[src/rtl/packet_mux.sv]
// packet_mux: wormhole N:1 packet multiplexer, round-robin HEAD arbitration, registered output.
// Optional macro PACKET_MUX_STATS_EN adds flit_cnt/pkt_cnt transfer counters.
module packet_mux #(
    parameter int NPORT = 4,
    parameter int DATAW = 66,
    parameter int VCHW  = 2
) (
    input  logic                   clk,
    input  logic                   rst,
    input  logic [NPORT*DATAW-1:0] idata,
    input  logic [NPORT-1:0]       ivalid,
    input  logic [NPORT*VCHW-1:0]  ivch,
    output logic [NPORT-1:0]       iready,
    output logic [DATAW-1:0]       odata,
    output logic                   ovalid,
    output logic [VCHW-1:0]        ovch,
    input  logic                   oready,
    output logic [NPORT-1:0]       grant
`ifdef PACKET_MUX_STATS_EN
    ,
    output logic [31:0]            flit_cnt,
    output logic [15:0]            pkt_cnt
`endif
);
    localparam int PW = $clog2(NPORT);
    localparam logic [1:0] T_NONE = 2'b00, T_HEAD = 2'b01, T_TAIL = 2'b10;
    typedef enum logic {IDLE, LOCKED} state_t;
    state_t state, state_n;
    logic [PW-1:0] rr_ptr, gidx, pick, port;
    logic pick_ok, free, take;
    logic [NPORT-1:0] cand;
    logic [DATAW-1:0] flit;
    logic [1:0] ftype;
    always_comb begin
        cand = '0;
        for (int k = 0; k < NPORT; k++)
            cand[k] = ivalid[k] && idata[k*DATAW+DATAW-2 +: 2] == T_HEAD;
    end
    // scan downward so the candidate nearest rr_ptr is the last, winning assignment
    always_comb begin
        pick = '0;
        pick_ok = 1'b0;
        for (int i = NPORT - 1; i >= 0; i--) begin
            if (cand[(int'(rr_ptr) + i) % NPORT]) begin
                pick = PW'((int'(rr_ptr) + i) % NPORT);
                pick_ok = 1'b1;
            end
        end
    end
    assign free   = !ovalid || oready;
    assign port   = state == LOCKED ? gidx : pick;
    assign flit   = idata[port*DATAW +: DATAW];
    assign ftype  = flit[DATAW-1 -: 2];
    assign take   = !rst && free && (state == LOCKED ? ivalid[port] && ftype != T_NONE : pick_ok);
    assign iready = take ? NPORT'(1) << port : '0;
    assign grant  = state == LOCKED ? NPORT'(1) << gidx : '0;
    always_comb begin
        state_n = state;
        if (take)
            state_n = state == IDLE ? LOCKED : (ftype == T_TAIL ? IDLE : LOCKED);
    end
    always_ff @(posedge clk) begin
        if (rst) begin
            state  <= IDLE;
            rr_ptr <= '0;
            gidx   <= '0;
            ovalid <= 1'b0;
            odata  <= '0;
            ovch   <= '0;
        end else begin
            state <= state_n;
            if (take && state == IDLE)
                gidx <= pick;
            if (take && state == LOCKED && ftype == T_TAIL)
                rr_ptr <= gidx == PW'(NPORT - 1) ? '0 : gidx + 1'b1;
            if (take) begin
                odata  <= flit;
                ovch   <= ivch[port*VCHW +: VCHW];
                ovalid <= 1'b1;
            end else if (oready) begin
                ovalid <= 1'b0;
            end
        end
    end
`ifdef PACKET_MUX_STATS_EN
    always_ff @(posedge clk) begin
        if (rst) begin
            flit_cnt <= '0;
            pkt_cnt  <= '0;
        end else if (ovalid && oready) begin
            flit_cnt <= flit_cnt + 1'b1;
            if (odata[DATAW-1 -: 2] == T_TAIL)
                pkt_cnt <= pkt_cnt + 1'b1;
        end
    end
`endif
endmodule

[config.mk]
export PLATFORM = sky130hd
export DESIGN_NAME = packet_mux
export DESIGN_NICKNAME = d
export VERILOG_FILES = /design/src/rtl/packet_mux.sv
export SDC_FILE = /design/constraint.sdc
export NUM_CORES = 1
export LEC_CHECK = 0
export BUFFER_PORTS_ARGS = -buffer_cell sky130_fd_sc_hd__buf_2
export CORE_AREA = 2 2 137 139
export DETAILED_ROUTE_END_ITERATION = 16
export DIE_AREA = 0 0 139 141
export PLACE_DENSITY = 0.72
export SYNTH_ARGS = -nofsm -noshare
export SYNTH_HDL_FRONTEND = slang
export SYNTH_SLANG_ARGS = --single-unit
[constraint.sdc]
create_clock -name clk -period 3 [get_ports clk]
set_clock_uncertainty 0.2 [all_clocks]
set_input_delay 0.6 -clock clk [delete_from_list [all_inputs] [get_ports clk]]
set_output_delay 0.6 -clock clk [all_outputs]
set_load 0.02 [all_outputs]
# Word-level counts from Yosys, hierarchy flattened
# Cells that the tools add are included.
[word_totals] romBits=0 latchBits=0 n_memories=0 ramBits=0 reg_bits=74 input_bits=279 word_cells=78 out_inout_bits=77
[classes] reduce_logical=18 n_mul=1 n_addsub=4 magnitude_cmp=5 eq_ne=6 bitwise=4 mux=30 div_mod_pow=0 n_shift=4
[ops] cell="$shiftx A264 B10 Y66" n=1
[ops] cell="$mux W1" n=17
[ops] cell="$lt A3 B4 Y1 const B" n=3
[ops] cell="$mux W2" n=6
[ops] cell="$bmux W1 S2" n=5
[ops] cell="$logic_and A1 B1 Y1" n=10
[ops] cell="$eq A2 B1 Y1 const B" n=4
[ops] cell="$mul A2 B6 Y8 const B" n=1
[ops] cell="$mux W4" n=2
[ops] cell="$shiftx A8 B4 Y2" n=1
[ops] cell="$shl A1 B2 Y4 const A" n=2
[ops] cell="$lt A2 B3 Y1 const B" n=2
[ops] cell="$reduce_or A2 Y1" n=3
[ops] cell="$add A2 B1 Y2 const B" n=2
[ops] cell="$add A2 B2 Y2 const B" n=2
[ops] cell="$eq A2 B2 Y1 const B" n=2
[ops] cell="$reduce_bool A2 Y1" n=2
[ops] cell="$and A1 B1 Y1 const A" n=3
[ops] cell="$logic_not A1 Y1" n=2
[ops] cell="$logic_or A1 B1 Y1" n=1
[ops] cell="$not A1 Y1" n=1

# Longest topological paths before layout
[depth] word_depth=19 depth_mapped=10 mapped_depth_nobuf=7

# Least setup slack after synthesis
# OpenSTA, ideal clock, no wires.
[synth_path] path_kind="input port to output port" start="in ivalid[0]" end="out iready[0]" t_arrival_ns=2.747 t_required_ns=2.200 stages=10 setup_slack_ns=-0.547 n_path_buf=3 path_cell_list="and4b_4 > a211o_1 > a211oi_2 > buf_4 > a211oi_1 > o21ai_2 > o311ai_2 > buf_6 > buf_12 > nor3_1"
[synth_between] elab_chain_cells=16 elab_cells_between_ends=31 classes_between="mul (1); shift (2); mux (24); reduce/logical (4)"
[synth_lines] element="from (decl)" line_no="11" source="input logic [NPORT-1:0] ivalid,"
[synth_lines] element="$logic_and A1 B1 Y1" line_no="37" source="cand[k] = ivalid[k] && idata[k*DATAW+DATAW-2 +: 2] == T_HEAD;"
[synth_lines] element="$bmux W1 S2" line_no="44" source="if (cand[(int'(rr_ptr) + i) % NPORT]) begin"
[synth_lines] element="$mux W1 (implied by the code) (2 in a row)" line_no="44"
[synth_lines] element="$mux W2 (4 in a row)" line_no="44"
[synth_lines] element="$mux W2" line_no="51" source="assign port = state == LOCKED ? gidx : pick;"
[synth_lines] element="$mul A2 B6 Y8" line_no="52" source="assign flit = idata[port*DATAW +: DATAW];"
[synth_lines] element="$shiftx A264 B10 Y66" line_no="52"
[synth_lines] element="$reduce_bool A2 Y1" line_no="54" source="assign take = !rst && free && (state == LOCKED ? ivalid[port] && ftype != T_NONE : pick_ok);"
[synth_lines] element="$logic_and A1 B1 Y1" line_no="54"
[synth_lines] element="$mux W1" line_no="54"
[synth_lines] element="$logic_and A1 B1 Y1" line_no="54"
[synth_lines] element="$mux W4 *" line_no="55" source="assign iready = take ? NPORT'(1) << port : '0;"
[synth_lines] element="to (decl)" line_no="13" source="output logic [NPORT-1:0] iready,"
# Every way passes the cells marked *; elsewhere a longest branch is shown, timed or not. The select of a mux whose other input is x is not followed.

# Final worst setup path
[layout_path] start="in idata[263]" end="out iready[0]"
[layout_between] elab_chain_cells=17 elab_cells_between_ends=32 classes_between="mul (1); eq/ne (1); shift (2); mux (24); reduce/logical (4)"
[layout_lines] element="from (decl)" line_no="10" source="input logic [NPORT*DATAW-1:0] idata,"
[layout_lines] element="$eq A2 B1 Y1" line_no="37"
[layout_lines] element="$logic_and A1 B1 Y1" line_no="37"
[layout_lines] element="$bmux W1 S2" line_no="44"
[layout_lines] element="$mux W1 (implied by the code) (2 in a row)" line_no="44"
[layout_lines] element="$mux W2 (4 in a row)" line_no="44"
[layout_lines] element="$mux W2" line_no="51"
[layout_lines] element="$mul A2 B6 Y8" line_no="52"
[layout_lines] element="$shiftx A264 B10 Y66" line_no="52"
[layout_lines] element="$reduce_bool A2 Y1" line_no="54"
[layout_lines] element="$logic_and A1 B1 Y1" line_no="54"
[layout_lines] element="$mux W1" line_no="54"
[layout_lines] element="$logic_and A1 B1 Y1" line_no="54"
[layout_lines] element="$mux W4 *" line_no="55"
# Marked as above.

==> metrics.md <==
| Metric | Value |
|---|---|
| RSZ-0062 raised after global routing | yes |
| Drt via density | between 4 and 5 |
| Fmax | ~0.29 GHz |
| Worst VDD drop | about 0.37 mV |
| Area grow syn2layout | 49.9% |
| WL per Instance | between 10 and 15 microns |
| Final hold violation count | 0 |
| First-pass GRT wire length | 31400 microns |
| Inserted Clock Buffers | 9 |
| Die X-Extent | about 140 microns |
| H-tree Lvls | 3 |
| CP max FO | 5 |
| Leak pwr | 4.54 nW |
| Largest net degree at the start of global routing | 76 |
| MaxCap Viol Count | 0 |
| Final instance area | 8200 sq um |
| Synthesis-stage register bit count | between 70 and 80 |
| Final core utilization | ~45% |
| Core box area | around 18000 sq um |
| Detailed Routing Iterations Pass 1 | 6 |
| Yosys warns | 0 |
| Dpl cell area | ~7600 sq um |
| Seq/Total Area, Yosys | 27.1% |
| Area contributors post-synth | dfxtp_1, nand2_1, mux2i_1, a21oi_1, nand2b_1 |
| Final setup fails | 15 |
| Hold WC Path Type | reg -> reg |
| DRC | 0 |
| Row count | 50 |
| Filler cells | between 1500 and 2000 |
| Final setup margin | -0.455 ns |
| Yosys top cell area share | between 20% and 30% |
| Most frequent cells after synthesis | nand2_1, a21oi_1, dfxtp_1 |
| Hold_buf cts | 0 |
| Worst-margin pin slew | 0.756 ns |
| Via count | around 6700 |
| Netlist cell types | 40 |
| Final slew viol count | 0 |
| Post-synth EDFFs | 0 |
| Tmin final | 3.46 ns |
| Clock Latency Late Sink | about 0.33 ns |
| Mapped Cells | around 810 |
| Initial antenna violation count | 2 |
| Number of global-route vias before repair | between 6000 and 7000 |
| Pwr/cell area | between 600 and 700 nW/um^2 |
| Nets | approximately 1500 |
| Routed Antenna Nets | 0 |
| Startpoint types | primary input |
| Async set-or-reset flop fraction in the synthesized netlist | 0% |
| Die area | 19600 sq um |
| Relative slew slack | about half |
| Post-Layout Cell Count | 1407 |
| Total wire length | 20200 microns |
| Fin crit share | 115% |
| CTS tree | built |
| Ports | roughly 360 |
| Area leader, netlist | dfxtp_1 |
| Grt total ovfl | 0 |
| Mean Syn Cell Area | 6.72 sq um |
| Worst Path Required | 2.20 ns |
| Arr. time, crit path | 2.66 ns |
| Initial Util | between 20% and 30% |
| Worst-path clk slew | around 0.06 ns |
| Setup slack, reg-to-reg | approximately 0.020 ns |
| Most common cell in the netlist | nand2_1 |
| Layout cell share with drive strength beyond 1 | around two fifths |
| Mapped Area | 5470 sq um |
| Failing checks | negative setup slack |
| Placed instance count | approximately 1400 |
| Dpl hpwl | around 15000 microns |
| Clock Root Buffer | clkbuf_16 |
| Crit end category | output port |
| Die Height | between 100 and 150 microns |
| GRT Util Overall | between 10% and 20% |
| Global placer's final weighted congestion | roughly 0.91 |
| Post-synth top flop | dfxtp_1 |
| CTS Sinks | between 70 and 80 |
| Number of DRC markers in iteration 0 | between 200 and 300 |
| Outcome | finished with violations |
| Syn nets | approximately 1100 |
| WHS | about 0.26 ns |
| Setup CP Type | in -> out |
| Maximum clock insertion buffer count | 2 |
| IO buf count | approximately 360 |
[worst max-delay path, stage by stage]
cell	delay [ns]
buf_2	0.10
nand3b_1	0.34
a21oi_4	0.29
buf_4	0.16
a311oi_1	0.13
a211oi_4	0.27
nor2_2	0.09
o311ai_4	0.29
buf_12	0.18
nor3_4	0.04
buf_6	0.16
[kinds of logic (layout without fill, tap and decap cells)]
group / after synthesis / after routing / share of synthesized area [%]
mux: 73 / 73 / 13.4
buf+inv: 71 / 428 / 7.25
fa+ha+maj: 4 / 4 / 0.915
compound gates: 163 / 163 / 16.9
other cells: 0 / 2 / 0
simple gates: 429 / 429 / 34.5
flops: 74 / 74 / 27.1
[what timing repair did]
action / 4_1_cts / 5_1_grt
pin swaps: 8 / 3
cloned: 1 / 2
endpoints found under the setup margin: 70 / 72
gates resized for setup: 14 / 20
buffers inserted: 5 / 1
[layout make-up]
class / instances / area, sq um / share of cell area, %
inverters: 10 / 37.5 / 0.458
well taps: 234 / 293 / 3.57
diodes: 2 / 5.00 / 0.0610
repair buffers: 403 / 2280 / 27.8
multi-input cells: 669 / 3770 / 46.0
clock buffers: 10 / 229 / 2.79
flip-flops and latches: 74 / 1490 / 18.1
clock inverters: 5 / 104 / 1.27
[per-stage QoR]
stage | total power [mW] | setup slack (ns) | setup TNS [ns]
2_1_floorplan | 3.34 | -0.315 | -1.26
3_3_place_gp | 4.21 | -0.462 | -23.38
3_5_place_dp | 4.25 | -0.502 | -27.88
4_1_cts | 5.60 | -0.471 | -1.97
5_1_grt | 6.00 | -0.519 | -6.84
6_report | 5.62 | -0.455 | -1.87
[cell usage in the layout, fill, tap and decap left out, types with 2 or more instances in the layout]
cell | synthesis | routed
buf_2 | 4 | 348
nand2_1 | 331 | 331
a21oi_1 | 136 | 136
dfxtp_1 | 74 | 73
nand2b_1 | 69 | 69
mux2i_1 | 70 | 67
buf_4 | 1 | 41
clkbuf_16 | 0 | 11
inv_1 | 10 | 10
buf_6 | 1 | 9
nor2_1 | 5 | 5
and2_1 | 5 | 4
a311oi_1 | 4 | 4
nor3_4 | 0 | 4
ha_1 | 4 | 4
nand3b_1 | 3 | 3
mux2i_2 | 0 | 3
a211oi_4 | 0 | 3
a211oi_1 | 5 | 3
bufinv_16 | 0 | 3
diode_2 | 0 | 2
o21ai_2 | 3 | 2
and4b_1 | 2 | 2
a211o_4 | 0 | 2
a211oi_2 | 3 | 2
o21ai_0 | 2 | 2
mux2_2 | 3 | 2
nor2b_1 | 2 | 2
buf_16 | 0 | 2
[sequential cells by signal, indices dropped and copies added, names as in the netlist]
register,cells
ovch,2
rr_ptr,2
odata,66
ovalid,1
gidx,2
state,1
[power breakdown]
| part | switching (mW) | internal [mW] | total (mW) |
|---|---|---|---|
| registers | 0.170 | 1.31 | 1.48 |
| clock network | 0.423 | 0.808 | 1.23 |
| logic | 1.74 | 1.16 | 2.91 |
| total | 2.34 | 3.28 | 5.62 |
[metal layers]
layer	GRT usage, %	vias to the layer above	share of wire (%)
li1	-	3383	-
met1	23.1	3014	40
met2	35.8	279	50
met3	3.80	30	7.5
met4	6.43	0	2.1
met5	0	-	0
[path summary, 6_finish.rpt]
kind                                             start                endpoint  cells past startpoint
worst max-delay path                        idata[263]               iready[0]                     11
worst min-delay path            odata[64]$_SDFFE_PP0P_  odata[64]$_SDFFE_PP0P_                      2
worst max register to register  rr_ptr[1]$_SDFFE_PP0P_  odata[55]$_SDFFE_PP0P_                     10
worst min register to register  odata[64]$_SDFFE_PP0P_  odata[64]$_SDFFE_PP0P_                      2
Power figures use the tool's default switching activity.
